`config.mk`:
```
export PLATFORM = sky130hd
export DESIGN_NAME = cdb_arbiter
export DESIGN_NICKNAME = d
export VERILOG_FILES = /design/src/rtl/cdb_arbiter_pkg.sv /design/src/rtl/cdb_fifo.sv /design/src/rtl/cdb_arbiter.sv
export SDC_FILE = /design/constraint.sdc
export NUM_CORES = 1
export LEC_CHECK = 0
export BUFFER_PORTS_ARGS = -buffer_cell sky130_fd_sc_hd__buf_2
export CORE_ASPECT_RATIO = 1.25
export CORE_UTILIZATION = 59
export CTS_BUF_LIST = sky130_fd_sc_hd__clkbuf_16
export CTS_CLUSTER_SIZE = 30
export DETAILED_ROUTE_END_ITERATION = 10
export PLACE_DENSITY_LB_ADDON = 0.2
export SYNTH_ARGS = -nofsm -noshare
export SYNTH_HDL_FRONTEND = slang
export SYNTH_SLANG_ARGS = --single-unit
```
`constraint.sdc`:
```
create_clock -name clk_in -period 2.95 [get_ports clk_in]
set_input_delay 0.295 -clock clk_in [delete_from_list [all_inputs] [get_ports clk_in]]
set_output_delay 0.295 -clock clk_in [all_outputs]
set_load 0.02 [all_outputs]
```
`src/rtl/cdb_arbiter_pkg.sv`:
```
// Shared CDB definitions: default ROB tag width, broadcast payload width and
// the round-robin priority encoding used by cdb_arbiter.
package cdb_arbiter_pkg;

    localparam int unsigned ROB_W = 4;
    localparam int unsigned CDB_W = ROB_W + 32;

    typedef enum logic {
        PRIO_ALU = 1'b0,
        PRIO_LSB = 1'b1
    } prio_e;

    // After a grant, priority moves to the source that lost.
    function automatic prio_e prio_flip(input prio_e p);
        return (p == PRIO_ALU) ? PRIO_LSB : PRIO_ALU;
    endfunction

endpackage

```
`src/rtl/cdb_fifo.sv`:
```
// Small synchronous FIFO holding one producer's pending CDB payloads.
// DEPTH must be a power of two so the pointers wrap naturally.
module cdb_fifo #(
    parameter int unsigned WIDTH = 36,
    parameter int unsigned DEPTH = 4,
    localparam int unsigned PTR_W = $clog2(DEPTH),
    localparam int unsigned CNT_W = PTR_W + 1
) (
    input  logic             clk_in,
    input  logic             rst_in,
    input  logic             i_flush,
    input  logic             i_push,
    input  logic [WIDTH-1:0] i_data,
    input  logic             i_pop,
    output logic [WIDTH-1:0] o_head,
    output logic [CNT_W-1:0] o_count,
    output logic             o_full,
    output logic             o_empty
);

    logic [WIDTH-1:0] r_mem [DEPTH];
    logic [PTR_W-1:0] r_wr_ptr;
    logic [PTR_W-1:0] r_rd_ptr;
    logic [CNT_W-1:0] r_count;

    logic w_push;
    logic w_pop;

    assign o_full  = (r_count == CNT_W'(DEPTH));
    assign o_empty = (r_count == '0);
    assign o_head  = r_mem[r_rd_ptr];
    assign o_count = r_count;

    assign w_push = i_push & ~o_full;
    assign w_pop  = i_pop & ~o_empty;

    always_ff @(posedge clk_in) begin
        if (w_push && !rst_in && !i_flush) begin
            r_mem[r_wr_ptr] <= i_data;
        end
    end

    always_ff @(posedge clk_in) begin
        if (rst_in || i_flush) begin
            r_wr_ptr <= '0;
            r_rd_ptr <= '0;
            r_count  <= '0;
        end else begin
            if (w_push) begin
                r_wr_ptr <= r_wr_ptr + PTR_W'(1);
            end
            if (w_pop) begin
                r_rd_ptr <= r_rd_ptr + PTR_W'(1);
            end
            case ({w_push, w_pop})
                2'b10:   r_count <= r_count + CNT_W'(1);
                2'b01:   r_count <= r_count - CNT_W'(1);
                default: r_count <= r_count;
            endcase
        end
    end

endmodule

```
`src/rtl/cdb_arbiter.sv`:
```
// Round-robin arbiter sharing the registered CDB between the ALU and LSB result
// FIFOs. Define CDB_BYPASS_EN to let a result skip an empty FIFO (latency 1).
module cdb_arbiter #(
    parameter int unsigned ROB_W      = cdb_arbiter_pkg::ROB_W,
    parameter int unsigned FIFO_DEPTH = 4
) (
    input  logic             clk_in,
    input  logic             rst_in,
    input  logic             rdy_in,
    input  logic             rob_clear,
    input  logic             alu_valid,
    input  logic [ROB_W-1:0] alu_rob_id,
    input  logic [31:0]      alu_value,
    output logic             alu_ready,
    input  logic             lsb_valid,
    input  logic [ROB_W-1:0] lsb_rob_id,
    input  logic [31:0]      lsb_value,
    output logic             lsb_ready,
    output logic             cdb_valid,
    output logic [ROB_W-1:0] cdb_rob_id,
    output logic [31:0]      cdb_value
);

    import cdb_arbiter_pkg::*;

    localparam int unsigned PAY_W = ROB_W + 32;
    localparam int unsigned CNT_W = $clog2(FIFO_DEPTH) + 1;

    logic [PAY_W-1:0] w_alu_head;
    logic [PAY_W-1:0] w_lsb_head;
    logic [CNT_W-1:0] w_alu_count;
    logic [CNT_W-1:0] w_lsb_count;
    logic             w_alu_full;
    logic             w_lsb_full;
    logic             w_alu_empty;
    logic             w_lsb_empty;

    logic             w_alu_acc;
    logic             w_lsb_acc;
    logic             w_alu_byp;
    logic             w_lsb_byp;
    logic             w_alu_cand;
    logic             w_lsb_cand;
    logic             w_gnt_alu;
    logic             w_gnt_lsb;
    logic             w_alu_push;
    logic             w_lsb_push;
    logic             w_alu_pop;
    logic             w_lsb_pop;
    logic [PAY_W-1:0] w_alu_pay;
    logic [PAY_W-1:0] w_lsb_pay;

    prio_e            r_prio;
    logic             r_cdb_valid;
    logic [ROB_W-1:0] r_cdb_rob_id;
    logic [31:0]      r_cdb_value;

    assign alu_ready = (w_alu_count != CNT_W'(FIFO_DEPTH));
    assign lsb_ready = (w_lsb_count != CNT_W'(FIFO_DEPTH));

    assign w_alu_acc = alu_valid & ~w_alu_full & rdy_in;
    assign w_lsb_acc = lsb_valid & ~w_lsb_full & rdy_in;

`ifdef CDB_BYPASS_EN
    // Bypass only from an empty FIFO so per-source order is never violated.
    assign w_alu_byp = w_alu_empty & w_alu_acc;
    assign w_lsb_byp = w_lsb_empty & w_lsb_acc;
    assign w_alu_pay = w_alu_empty ? {alu_rob_id, alu_value} : w_alu_head;
    assign w_lsb_pay = w_lsb_empty ? {lsb_rob_id, lsb_value} : w_lsb_head;
`else
    assign w_alu_byp = 1'b0;
    assign w_lsb_byp = 1'b0;
    assign w_alu_pay = w_alu_head;
    assign w_lsb_pay = w_lsb_head;
`endif

    assign w_alu_cand = ~w_alu_empty | w_alu_byp;
    assign w_lsb_cand = ~w_lsb_empty | w_lsb_byp;

    always_comb begin
        w_gnt_alu = 1'b0;
        w_gnt_lsb = 1'b0;
        if (rdy_in) begin
            if (w_alu_cand && w_lsb_cand) begin
                w_gnt_alu = (r_prio == PRIO_ALU);
                w_gnt_lsb = (r_prio == PRIO_LSB);
            end else begin
                w_gnt_alu = w_alu_cand;
                w_gnt_lsb = w_lsb_cand;
            end
        end
    end

    // A granted bypass goes straight to the bus and never occupies the FIFO.
    assign w_alu_push = w_alu_acc & ~(w_alu_byp & w_gnt_alu);
    assign w_lsb_push = w_lsb_acc & ~(w_lsb_byp & w_gnt_lsb);
    assign w_alu_pop  = w_gnt_alu & ~w_alu_empty;
    assign w_lsb_pop  = w_gnt_lsb & ~w_lsb_empty;

    cdb_fifo #(
        .WIDTH (PAY_W),
        .DEPTH (FIFO_DEPTH)
    ) u_alu_fifo (
        .clk_in  (clk_in),
        .rst_in  (rst_in),
        .i_flush (rob_clear),
        .i_push  (w_alu_push),
        .i_data  ({alu_rob_id, alu_value}),
        .i_pop   (w_alu_pop),
        .o_head  (w_alu_head),
        .o_count (w_alu_count),
        .o_full  (w_alu_full),
        .o_empty (w_alu_empty)
    );

    cdb_fifo #(
        .WIDTH (PAY_W),
        .DEPTH (FIFO_DEPTH)
    ) u_lsb_fifo (
        .clk_in  (clk_in),
        .rst_in  (rst_in),
        .i_flush (rob_clear),
        .i_push  (w_lsb_push),
        .i_data  ({lsb_rob_id, lsb_value}),
        .i_pop   (w_lsb_pop),
        .o_head  (w_lsb_head),
        .o_count (w_lsb_count),
        .o_full  (w_lsb_full),
        .o_empty (w_lsb_empty)
    );

    always_ff @(posedge clk_in) begin
        if (rst_in || rob_clear) begin
            r_prio       <= PRIO_ALU;
            r_cdb_valid  <= 1'b0;
            r_cdb_rob_id <= '0;
            r_cdb_value  <= '0;
        end else if (rdy_in) begin
            if (w_gnt_alu) begin
                {r_cdb_rob_id, r_cdb_value} <= w_alu_pay;
                r_cdb_valid <= 1'b1;
                r_prio      <= prio_flip(PRIO_ALU);
            end else if (w_gnt_lsb) begin
                {r_cdb_rob_id, r_cdb_value} <= w_lsb_pay;
                r_cdb_valid <= 1'b1;
                r_prio      <= prio_flip(PRIO_LSB);
            end else begin
                r_cdb_valid <= 1'b0;
            end
        end
    end

    assign cdb_valid  = r_cdb_valid;
    assign cdb_rob_id = r_cdb_rob_id;
    assign cdb_value  = r_cdb_value;

endmodule

```
After elaboration in Yosys (flattened, before gate mapping)
Memory sizes are Yosys's and may differ from the RTL's. A register that Yosys moved wholly into a read port is not among the register bits.
Index checks and enable logic that the tools add are counted.

word-level totals
  memory bits (writable) = 288
  register bits = 52
  memories kept = 2

memories
  name              words  bits a word  rd ports  clocked after memory_dff  write ports  RTL line        text
  u_alu_fifo.r_mem  4      36           1         1                         1            cdb_fifo.sv:21  logic [WIDTH-1:0] r_mem [DEPTH];
  u_lsb_fifo.r_mem  4      36           1         1                         1            cdb_fifo.sv:21

cells by class
  muxes and demuxes = 22
  bitwise gates (word level) = 15
  $add $sub $neg = 8
  reduce and logical (&&, ||, !) cells = 14
  eq/ne operators = 8

operators with widths
  kind                                               number
  2-to-1 mux 32 bit                                  2
  2-to-1 mux 1 bit                                   12
  one-hot mux 3 bit (2 select lines)                 2
  AND 1 bit                                          10
  adder 2 x 1 -> 2 bit (second input constant)       4
  2-to-1 mux 2 bit                                   4
  2-to-1 mux 4 bit                                   2
  adder 3 x 1 -> 3 bit (second input constant)       2
  == test 3 bit (second input constant)              2
  logical NOT 3 bit                                  2
  != test 3 bit (second input constant)              2
  nonzero test 2 bit                                 3
  subtractor 3 x 1 -> 3 bit (second input constant)  2
  logical AND 1 bit                                  5
  inverter 1 bit                                     5
  == test 2 x 1 -> 1 bit (second input constant)     2
  == test 2 bit (second input constant)              2
  logical NOT 1 bit                                  2
  AND reduction 2 bit                                1
  logical OR 1 bit                                   1

Longest topological paths before layout
Gate-level depths: netlist of the first run.

  word-level depth = 9
  gate-level depth with buffers = 11
  mapped depth without buffers = 9

Modules after synthesis
Synthesis of the first run repeated with hierarchy kept, for this count alone.

second synthesis, totals
  cells, all modules = 713
  area total of the unflattened synthesis = 13,419.1 µm²

by module, submodules not included
  module                  area an instance (µm²)  times used  cells each
  cdb_fifo at u_alu_fifo  5,684.2                 1           243
  cdb_fifo at u_lsb_fifo  5,666.7                 1           243
  cdb_arbiter             2,068.2                 1           227

Worst setup path after synthesis of the first run
No wires, ideal clock.

  path kind = flip-flop to flip-flop
  start point = register u_alu_fifo.r_count[2] (netlist: u_alu_fifo.o_count[2])
  end point = register u_lsb_fifo.r_count[2] (netlist: u_lsb_fifo.o_count[2])
  setup slack = 621 ps
  period minus slack after synthesis = 2,329 ps
  path buffers = 2
  library setup time = 70 ps
  stages on the path, launching flop included = 12
  arrival = 2,259 ps
  cells stage by stage = dfxtp_1 nor3_4 o21ai_2 buf_4 buf_4 inv_1 ha_1 inv_1 fa_1 xor2_1 or3_1 a21oi_1

on the way
  cells in the longest elaborated chain, start to end = 9
  elaborated cells between the ends (all ways) = 11
  classes of those cells = 2 x eq/ne; 3 x mux; 3 x bitwise; 3 x reduce/logical

ends and longest elaborated chain
  item                                                                      RTL line           text
  start, declared                                                           cdb_fifo.sv:24     logic [CNT_W-1:0] r_count;
  start signal, assigned                                                    cdb_fifo.sv:56     2'b10: r_count <= r_count + CNT_W'(1);
  start signal, assigned                                                    cdb_fifo.sv:57     2'b01: r_count <= r_count - CNT_W'(1);
  start signal, assigned                                                    cdb_fifo.sv:58     default: r_count <= r_count;
  logical NOT 3 bit *                                                       cdb_fifo.sv:30     assign o_empty = (r_count == '0);
  inverter 1 bit *                                                          cdb_arbiter.sv:77  assign w_alu_cand = ~w_alu_empty | w_alu_byp;
  logical AND 1 bit *                                                       cdb_arbiter.sv:84  if (w_alu_cand && w_lsb_cand) begin
  2-to-1 mux 1 bit *                                                        cdb_arbiter.sv:84
  2-to-1 mux 1 bit *                                                        cdb_arbiter.sv:83  if (rdy_in) begin
  AND 1 bit *                                                               cdb_arbiter.sv:98  assign w_lsb_pop = w_gnt_lsb & ~w_lsb_empty;
  AND 1 bit *                                                               cdb_fifo.sv:35     assign w_pop = i_pop & ~o_empty;
  via u_lsb_fifo.w_pop                                                      cdb_fifo.sv:27     logic w_pop;
  == test 2 x 1 -> 1 bit or == test 2 bit (tied branches)                   cdb_fifo.sv:55     case ({w_push, w_pop})
  one-hot mux 3 bit (2 select lines) or nonzero test 2 bit (tied branches)  -
  end signal, assigned                                                      cdb_fifo.sv:56
  end signal, assigned                                                      cdb_fifo.sv:57
  end signal, assigned                                                      cdb_fifo.sv:58
  end, declared                                                             cdb_fifo.sv:24

Mark *: on every way through the listed nets, which the timed path passes. The rest lies on a longest branch.
A chain may end at the register's enable or synchronous reset.

Final worst setup path of the first run
  start point = register u_lsb_fifo.r_count[0] (netlist: u_lsb_fifo.o_count[0])
  end point = register u_alu_fifo.r_count[2] (netlist: u_alu_fifo.o_count[2])

on the way
  cells in the longest elaborated chain, start to end = 9
  elaborated cells between the ends (all ways) = 11
  classes of those cells = 2 x eq/ne; 3 x mux; 3 x bitwise; 3 x reduce/logical

ends and longest elaborated chain
  item                                                                      RTL line           text
  logical NOT 3 bit *                                                       cdb_fifo.sv:30
  inverter 1 bit *                                                          cdb_arbiter.sv:78  assign w_lsb_cand = ~w_lsb_empty | w_lsb_byp;
  logical AND 1 bit *                                                       cdb_arbiter.sv:84
  2-to-1 mux 1 bit *                                                        cdb_arbiter.sv:84
  2-to-1 mux 1 bit *                                                        cdb_arbiter.sv:83
  AND 1 bit *                                                               cdb_arbiter.sv:97  assign w_alu_pop = w_gnt_alu & ~w_alu_empty;
  AND 1 bit *                                                               cdb_fifo.sv:35
  via u_alu_fifo.w_pop                                                      cdb_fifo.sv:27
  == test 2 x 1 -> 1 bit or == test 2 bit (tied branches)                   cdb_fifo.sv:55
  one-hot mux 3 bit (2 select lines) or nonzero test 2 bit (tied branches)  -

Marked as above.

==> results of run 1 <==
[stage by stage]
step / cell area, um2 / setup WS (ps) / cells / hold WS (ps)
floorplan: 12800 / 621 / 653 / 394
global placement: 13800 / 772 / 1029 / 470
detailed placement: 13800 / 643 / 1029 / 500
CTS: 15600 / 556 / 1158 / 22.2
global route: 15600 / 406 / 1158 / 17.2
finish: 15600 / 520 / 1159 / 27.2
[state kept, by name (all words and copies together) (netlist names), 3 cells and up, named ones only]
register            cells
u_alu_fifo.o_count      3
u_alu_fifo.r_mem      144
cdb_rob_id              4
u_lsb_fifo.r_mem      144
cdb_value              32
u_lsb_fifo.o_count      3
[worst max-delay path by stage]
stage                                from                     end  depth (start not counted)
floorplan           u_alu_fifo.o_count[2]   u_lsb_fifo.o_count[2]                         11
global placement                   rst_in  u_lsb_fifo.r_mem[0][5]                          4
detailed placement  u_lsb_fifo.o_count[0]   u_alu_fifo.o_count[2]                          9
CTS                 u_lsb_fifo.o_count[0]   u_alu_fifo.o_count[2]                          9
global route        u_lsb_fifo.o_count[0]   u_alu_fifo.o_count[2]                          9
finish              u_lsb_fifo.o_count[0]   u_alu_fifo.o_count[2]                          9
[final cells by class]
cell class,count,area (um2)
fill,1245,5450
clock buffer,31,776
antenna,1,2.50
clock inverter,27,297
timing repair buffer,206,1560
inverter,15,56.3
tap,274,343
sequential,344,9770
multi-input combinational,261,2780
[Yosys cell counts]
| cell type | n | area, um2 |
|---|---|---|
| o21ai_2 | 1 | 8.76 |
| a21oi_4 | 1 | 16.3 |
| o21ai_1 | 29 | 145 |
| or2_2 | 1 | 6.26 |
| nand3_1 | 1 | 5.00 |
| nor2_1 | 56 | 210 |
| clkbuf_2 | 1 | 5.00 |
| buf_6 | 9 | 101 |
| nand2b_1 | 1 | 6.26 |
| buf_4 | 4 | 30.0 |
| dfxtp_1 | 56 | 1120 |
| o21ai_0 | 10 | 50.1 |
| buf_2 | 12 | 60.1 |
| o31ai_1 | 1 | 7.51 |
| mux4_2 | 72 | 1620 |
| or3_1 | 2 | 12.5 |
| ha_1 | 10 | 125 |
| o211ai_1 | 1 | 7.51 |
| nand2_1 | 5 | 18.8 |
| a21oi_1 | 6 | 30.0 |
| fa_1 | 2 | 40.0 |
| a21oi_2 | 2 | 17.5 |
| o31a_1 | 2 | 17.5 |
| inv_1 | 15 | 56.3 |
| xor2_1 | 8 | 70.1 |
| o22ai_1 | 36 | 225 |
| and3_1 | 8 | 50.1 |
| edfxtp_1 | 288 | 8650 |
| nor3_1 | 1 | 5.00 |
| nor3_4 | 1 | 16.3 |
| clkbuf_1 | 6 | 22.5 |
| xnor2_1 | 2 | 17.5 |
| buf_12 | 1 | 20.0 |
| mux2i_1 | 2 | 20.0 |
[cell families after synthesis]
logic type / Yosys count / synth area share [%]
flops: 344 / 76.2
xor+xnor: 10 / 0.684
compound gates: 89 / 4.10
buf+inv: 48 / 2.30
fa+ha+maj: 12 / 1.29
simple gates: 76 / 2.58
mux: 74 / 12.8
[worst max-delay path, stage by stage (launching register included)]
cell	delay, ps
dfxtp_1	360
o31ai_1	470
nand2_2	100
inv_1	100
ha_1	200
inv_1	70
fa_1	390
xor2_1	190
or3_1	340
a21oi_1	140
[where the power goes]
part	leakage, nW	internal [mW]	switching [mW]
Sequential	3.05	5.30	0.0238
Clock	0.561	2.51	1.68
Combinational	1.67	0.199	0.241
Total	5.28	8.01	1.95
[routing by layer]
metal  vias up  GRT usage (%)  routed length, um
met4         0           8.10                700
met2       230           45.6              14600
met1      3572           32.5              10900
li1       3021              -                  -
met3        51           3.81               1220
met5         -              0                  0
==> flow_summary.toml, run 1 <==
[status]
status = "finished, final reports clean"

[flow_run]
drv_cap = 0

[placement]
portBuffers = 116
gp_congestion = 0.777
dp_hpwl_mm = 17.0

[worst_setup_path]
required_ps = 3430
worstReg2RegStart = "u_lsb_fifo.o_count[0]"
end_kind = "flip-flop"
critPathKind = "reg2reg"
ff2ff_setup_slack_ps = 520
cp.arrival_ps = 2910
r2r_end = "u_alu_fifo.o_count[2]"
start_kind = "flip-flop"
cp_max_fo = 6
worst_r2r_path_depth = 9

[timing]
finalSetupViolCount = 0
finalCritPeriodShare_pct = 82.4
fin_tns_setup_ps = 0
hold_viol = 0
slew_headroom_pct = 55.8
fin_skew_ps = 13.1
fmax_mhz = 411
finalMaxSlewViolations = 0
rsz0062_at_grt = "false"
max_slew.worst_pin.slew_ps = 663
finalCriticalPeriod_ps = 2430

[floorplan]
io_pins = 117
die_area_mm2 = 0.0223
rows = 59
initial_core_util_pct = 60.9
die_h_um = 167
core_mm2 = 0.0210
die_w_um = 134

[clock_network]
cts_setup_buffers = 0
cts_sinks = 344
numCtsBuffers = 31
clockBufferDepth = 3
path_clk_slew_ps = 60
hold_buffers = 71
cts-resized-gates = 0
cts_tree = "built"
clock-root-buffer = "clkbuf_16"
cts_max_level = 1
clock_latency_ps = 560

[yosys]
syn_inst = 653
synth_seq_cells = 344
syn-num-nets = 743
ys_seq_area_share_pct = 76.2
synth.avg_cell_area_um2 = 19.6
yosysUniqueCellTypes = 34
yosysWarnings = 0
synthesis.area_mm2 = 0.0128

[min_path]
min_path_type = "in2reg"
holdPathStages = 1
min_from = "lsb_value[21]"
hold_end = "u_lsb_fifo.r_mem[0][21]"

[pwr]
p_leak_nw = 5.28
cellPowerDensity_mw_per_mm2 = 639
report.power.total_mw = 9.96
peakVddDrop_uv = 565

[global_routing]
antenna_found_initial = 0
grt_max_degree = 38
grt_pass1_wl_mm = 42.6
gr-usage-all-layers_pct = 25.7
grt_pass1_vias = 7573
grt-ovfl-total = 0

[routing]
wl_mm = 27.4
drt_iter0_markers = 480
dr.pass1.iters = 4
post_drt_via_cell_ratio = 5.93
wl_per_cell_um = 23.6
postRouteAntennaNets = 0
drc = 0
num_vias = 6874

[final_layout]
postLayoutCoreUtil_pct = 74.1
layout_commonest_cell = "edfxtp_1"
syn2layout_area_growth_pct = 21.6
layout_common_cells = "edfxtp_1 (288), buf_2 (116), mux4_2 (72)"
finalNetCount = 949
layout-drive-gt1-share_pct = 30.7
No activity file was read; power rests on OpenSTA's default activity.
==> run 2: changes to the inputs <==
--- a/config.mk
+++ b/config.mk
@@ -5,9 +5,10 @@
 export SDC_FILE = /design/constraint.sdc
 export NUM_CORES = 1
 export LEC_CHECK = 0
+export ABC_AREA = 1
 export BUFFER_PORTS_ARGS = -buffer_cell sky130_fd_sc_hd__buf_2
 export CORE_ASPECT_RATIO = 1.25
-export CORE_UTILIZATION = 59
+export CORE_UTILIZATION = 60
 export CTS_BUF_LIST = sky130_fd_sc_hd__clkbuf_16
 export CTS_CLUSTER_SIZE = 30
 export DETAILED_ROUTE_END_ITERATION = 10
==> constraint.sdc (replaced) <==
create_clock -name clk_in -period 2.45 [get_ports clk_in]
set_input_delay 0.245 -clock clk_in [delete_from_list [all_inputs] [get_ports clk_in]]
set_output_delay 0.245 -clock clk_in [all_outputs]
set_load 0.02 [all_outputs]
==> flow_summary.toml, run 2 <==
[timing]
hold_viol = 0
finalCriticalPeriod_ps = 2120
finalMaxSlewViolations = 0
fin_skew_ps = 14.4
hold-worst-slack_ps = 48.6
fmax_mhz = 472
max_slew.worst_pin.slew_ps = 742
finalSetupViolCount = 0
slew_headroom_pct = 50.5
finalCritPeriodShare_pct = 86.6
rsz0062_at_grt = "false"
setup_ws_ps = 329

[final_layout]
layout-drive-gt1-share_pct = 11.3
finalNetCount = 1803
seqCellArea_mm2 = 0.00977
syn2layout_area_growth_pct = 17.9
antenna_cells = 0
layout_common_cells = "nand2_1 (591), edfxtp_1 (288), inv_1 (253)"
fillers = 1728
multi_input_area_mm2 = 0.00381
instances_no_fill = 2062
layout_commonest_cell = "nand2_1"

[floorplan]
rows = 63
io_pins = 117
die_h_um = 178
die_area_mm2 = 0.0253
initial_core_util_pct = 61.8
core_mm2 = 0.0240
die_w_um = 143

[flow_run]
drv_cap = 0

[routing]
num_vias = 10200
drc = 0
post_drt_via_cell_ratio = 4.96
postRouteAntennaNets = 0
drt_iter0_markers = 754
wl_per_cell_um = 14.8
dr.pass1.iters = 5
wl_mm = 30.6

[worst_setup_path]
cpMaxStageDelayCell = "fa_1"
ff2ff_setup_slack_ps = 330
slowest_delay_ps = 450
critPathKind = "reg2reg"
start_kind = "flip-flop"
cp.arrival_ps = 2560
worst_r2r_path_depth = 12
cp_num_buf_inv = 2
end_kind = "flip-flop"
critPathTopFamily = "adder cells"
worstReg2RegStart = "u_alu_fifo.o_count[0]"
r2r_end = "u_lsb_fifo.o_count[2]"
crit_chain = "nor2_1 > nand2_1 > nand2_1 > nand3_2 > inv_1 > ha_1 > inv_1 > fa_1 > a21oi_1 > o21ai_0 > o21ai_0 > a21oi_1"
required_ps = 2890
cp_max_fo = 3

[yosys]
ys_seq_area_share_pct = 66.0
syn_inst = 1537
synthesis.area_mm2 = 0.0148
synth_seq_cells = 344
synth_top_area_share_pct = 58.4
yosysTopAreaCell = "edfxtp_1"
yosysMostFrequentCell = "nand2_1"
yosysUniqueCellTypes = 22
synth_commonest_cells = "nand2_1 (591), edfxtp_1 (288), inv_1 (244), nand3_1 (110), nor2_1 (87)"
synth_edf_count = 288
synth_flop_cell = "edfxtp_1"
synth.avg_cell_area_um2 = 9.63
yosys-top-cells-area = "edfxtp_1 (58%), nand2_1 (15%), dfxtp_1 (7.6%)"
async_flop_share_pct = 0
yosysWarnings = 0
syn-num-nets = 1627

[min_path]
min_from = "rst_in"
holdPathStages = 4
hold_end = "u_lsb_fifo.r_wr_ptr[1]"
min_path_type = "in2reg"

[placement]
place_inst = 1931
dp_hpwl_mm = 18.0
place_ws_ps = 320
portBuffers = 116
gp_congestion = 0.801

[pwr]
switchingPower_mw = 2.41
p_sw_share_pct = 21.1
p_leak_nw = 7.91
report.power.total_mw = 11.5
peakVddDrop_uv = 602
cellPowerDensity_mw_per_mm2 = 656
p_seq_share_pct = 56.1
pwr-share-clk_pct = 38.2
power_frac_comb_pct = 5.8
p_int_mw = 9.04

[clock_network]
cts_setup_buffers = 0
clock-root-buffer = "clkbuf_16"
cts_tree = "built"
numCtsBuffers = 31
clockBufferDepth = 3
clock_latency_ps = 560
path_clk_slew_ps = 70
cts_sinks = 344
cts_max_level = 1

[global_routing]
antenna_found_initial = 0
grt_pass1_vias = 9749
gr-usage-all-layers_pct = 24.8
grt_pass1_wl_mm = 48.2
grt_max_degree = 73
grt-ovfl-total = 0

[status]
status = "finished, final reports clean"
run 2: cell types whose count changed in the layout (fill, tap and decap cells not counted), moves of 13 or more:
cell      previous run  this run
mux4_2              72         0
o22ai_1             36         0
nand3b_1             0        36
nand2_1              4       591
nand3_1              1       110
o21ai_1             29         1
a21oi_1              6        19
inv_1               24       253
nor2_1              55        78
run 2: final cells by class:
cell class / instances / share of cell area (%)
tap: 325 / 2.33
multi-input combinational: 875 / 21.8
clock buffer: 31 / 4.44
inverter: 250 / 5.38
clock inverter: 26 / 0.753
timing repair buffer: 211 / 9.26
sequential: 344 / 56.0
run 2: routing by layer:
layer,track usage [%],vias to the layer above,part of all wire (%),wire [um]
li1,-,5164,-,-
met1,33.3,4667,42,12800
met2,41.5,332,49,14900
met3,2.91,69,6.1,1860
met4,9.59,0,3.2,974
met5,0,-,0,0
run 2: how the worst max path moves through the flow:
stage	from	to	slack [ps]	depth (start not counted)
detailed placement	u_alu_fifo.o_count[0]	u_lsb_fifo.o_count[2]	320	12
global route	u_alu_fifo.o_count[0]	u_lsb_fifo.o_count[2]	70	12
global placement	u_alu_fifo.o_count[0]	u_lsb_fifo.o_count[2]	440	12
floorplan	u_lsb_fifo.o_count[0]	u_lsb_fifo.r_mem[0][0]	-450	6
CTS	u_alu_fifo.o_count[0]	u_lsb_fifo.o_count[2]	310	12
finish	u_alu_fifo.o_count[0]	u_lsb_fifo.o_count[2]	330	12
run 2: worst min-delay path, cell delays in order:
cell and delay (ps):
buf_2 100, nor2_4 60, o21ai_0 90, a21oi_1 60
run 2: stage by stage:
stage                     util [%]  area (um2)  TNS [ps]
after floorplan                  -       14800   -112890
after global placement        66.0       15800         0
after detailed placement      66.0       15800         0
after CTS                     72.8       17500         0
after global routing          72.8       17500         0
final                         72.8       17500         0
run 2: cell families after synthesis:
logic type / count (synthesis) / share of synthesized area [%]
xor gates and xnor gates: 3 / 0.177
AOI/OAI and AO/OA: 32 / 1.08
buffers and inverters: 318 / 8.72
and+or+nand+nor: 828 / 22.9
DFF: 344 / 66.0
adders and majority gates: 12 / 1.12
run 2: power groups by stage:
stage,Combinational [mW],Clock [mW],Sequential (mW)
6_report,0.659,4.37,6.42
5_1_grt,0.734,4.65,6.42
4_1_cts,0.657,4.42,6.42
3_5_place_dp,0.562,0,6.55
3_3_place_gp,0.546,0,6.55
2_1_floorplan,0.311,0,6.57
run 2: what timing repair did:
item / in CTS / in global routing
resized for setup: 0 / 0
endpoints found under the hold margin: 290 / 0
hold buffers: 74 / 0
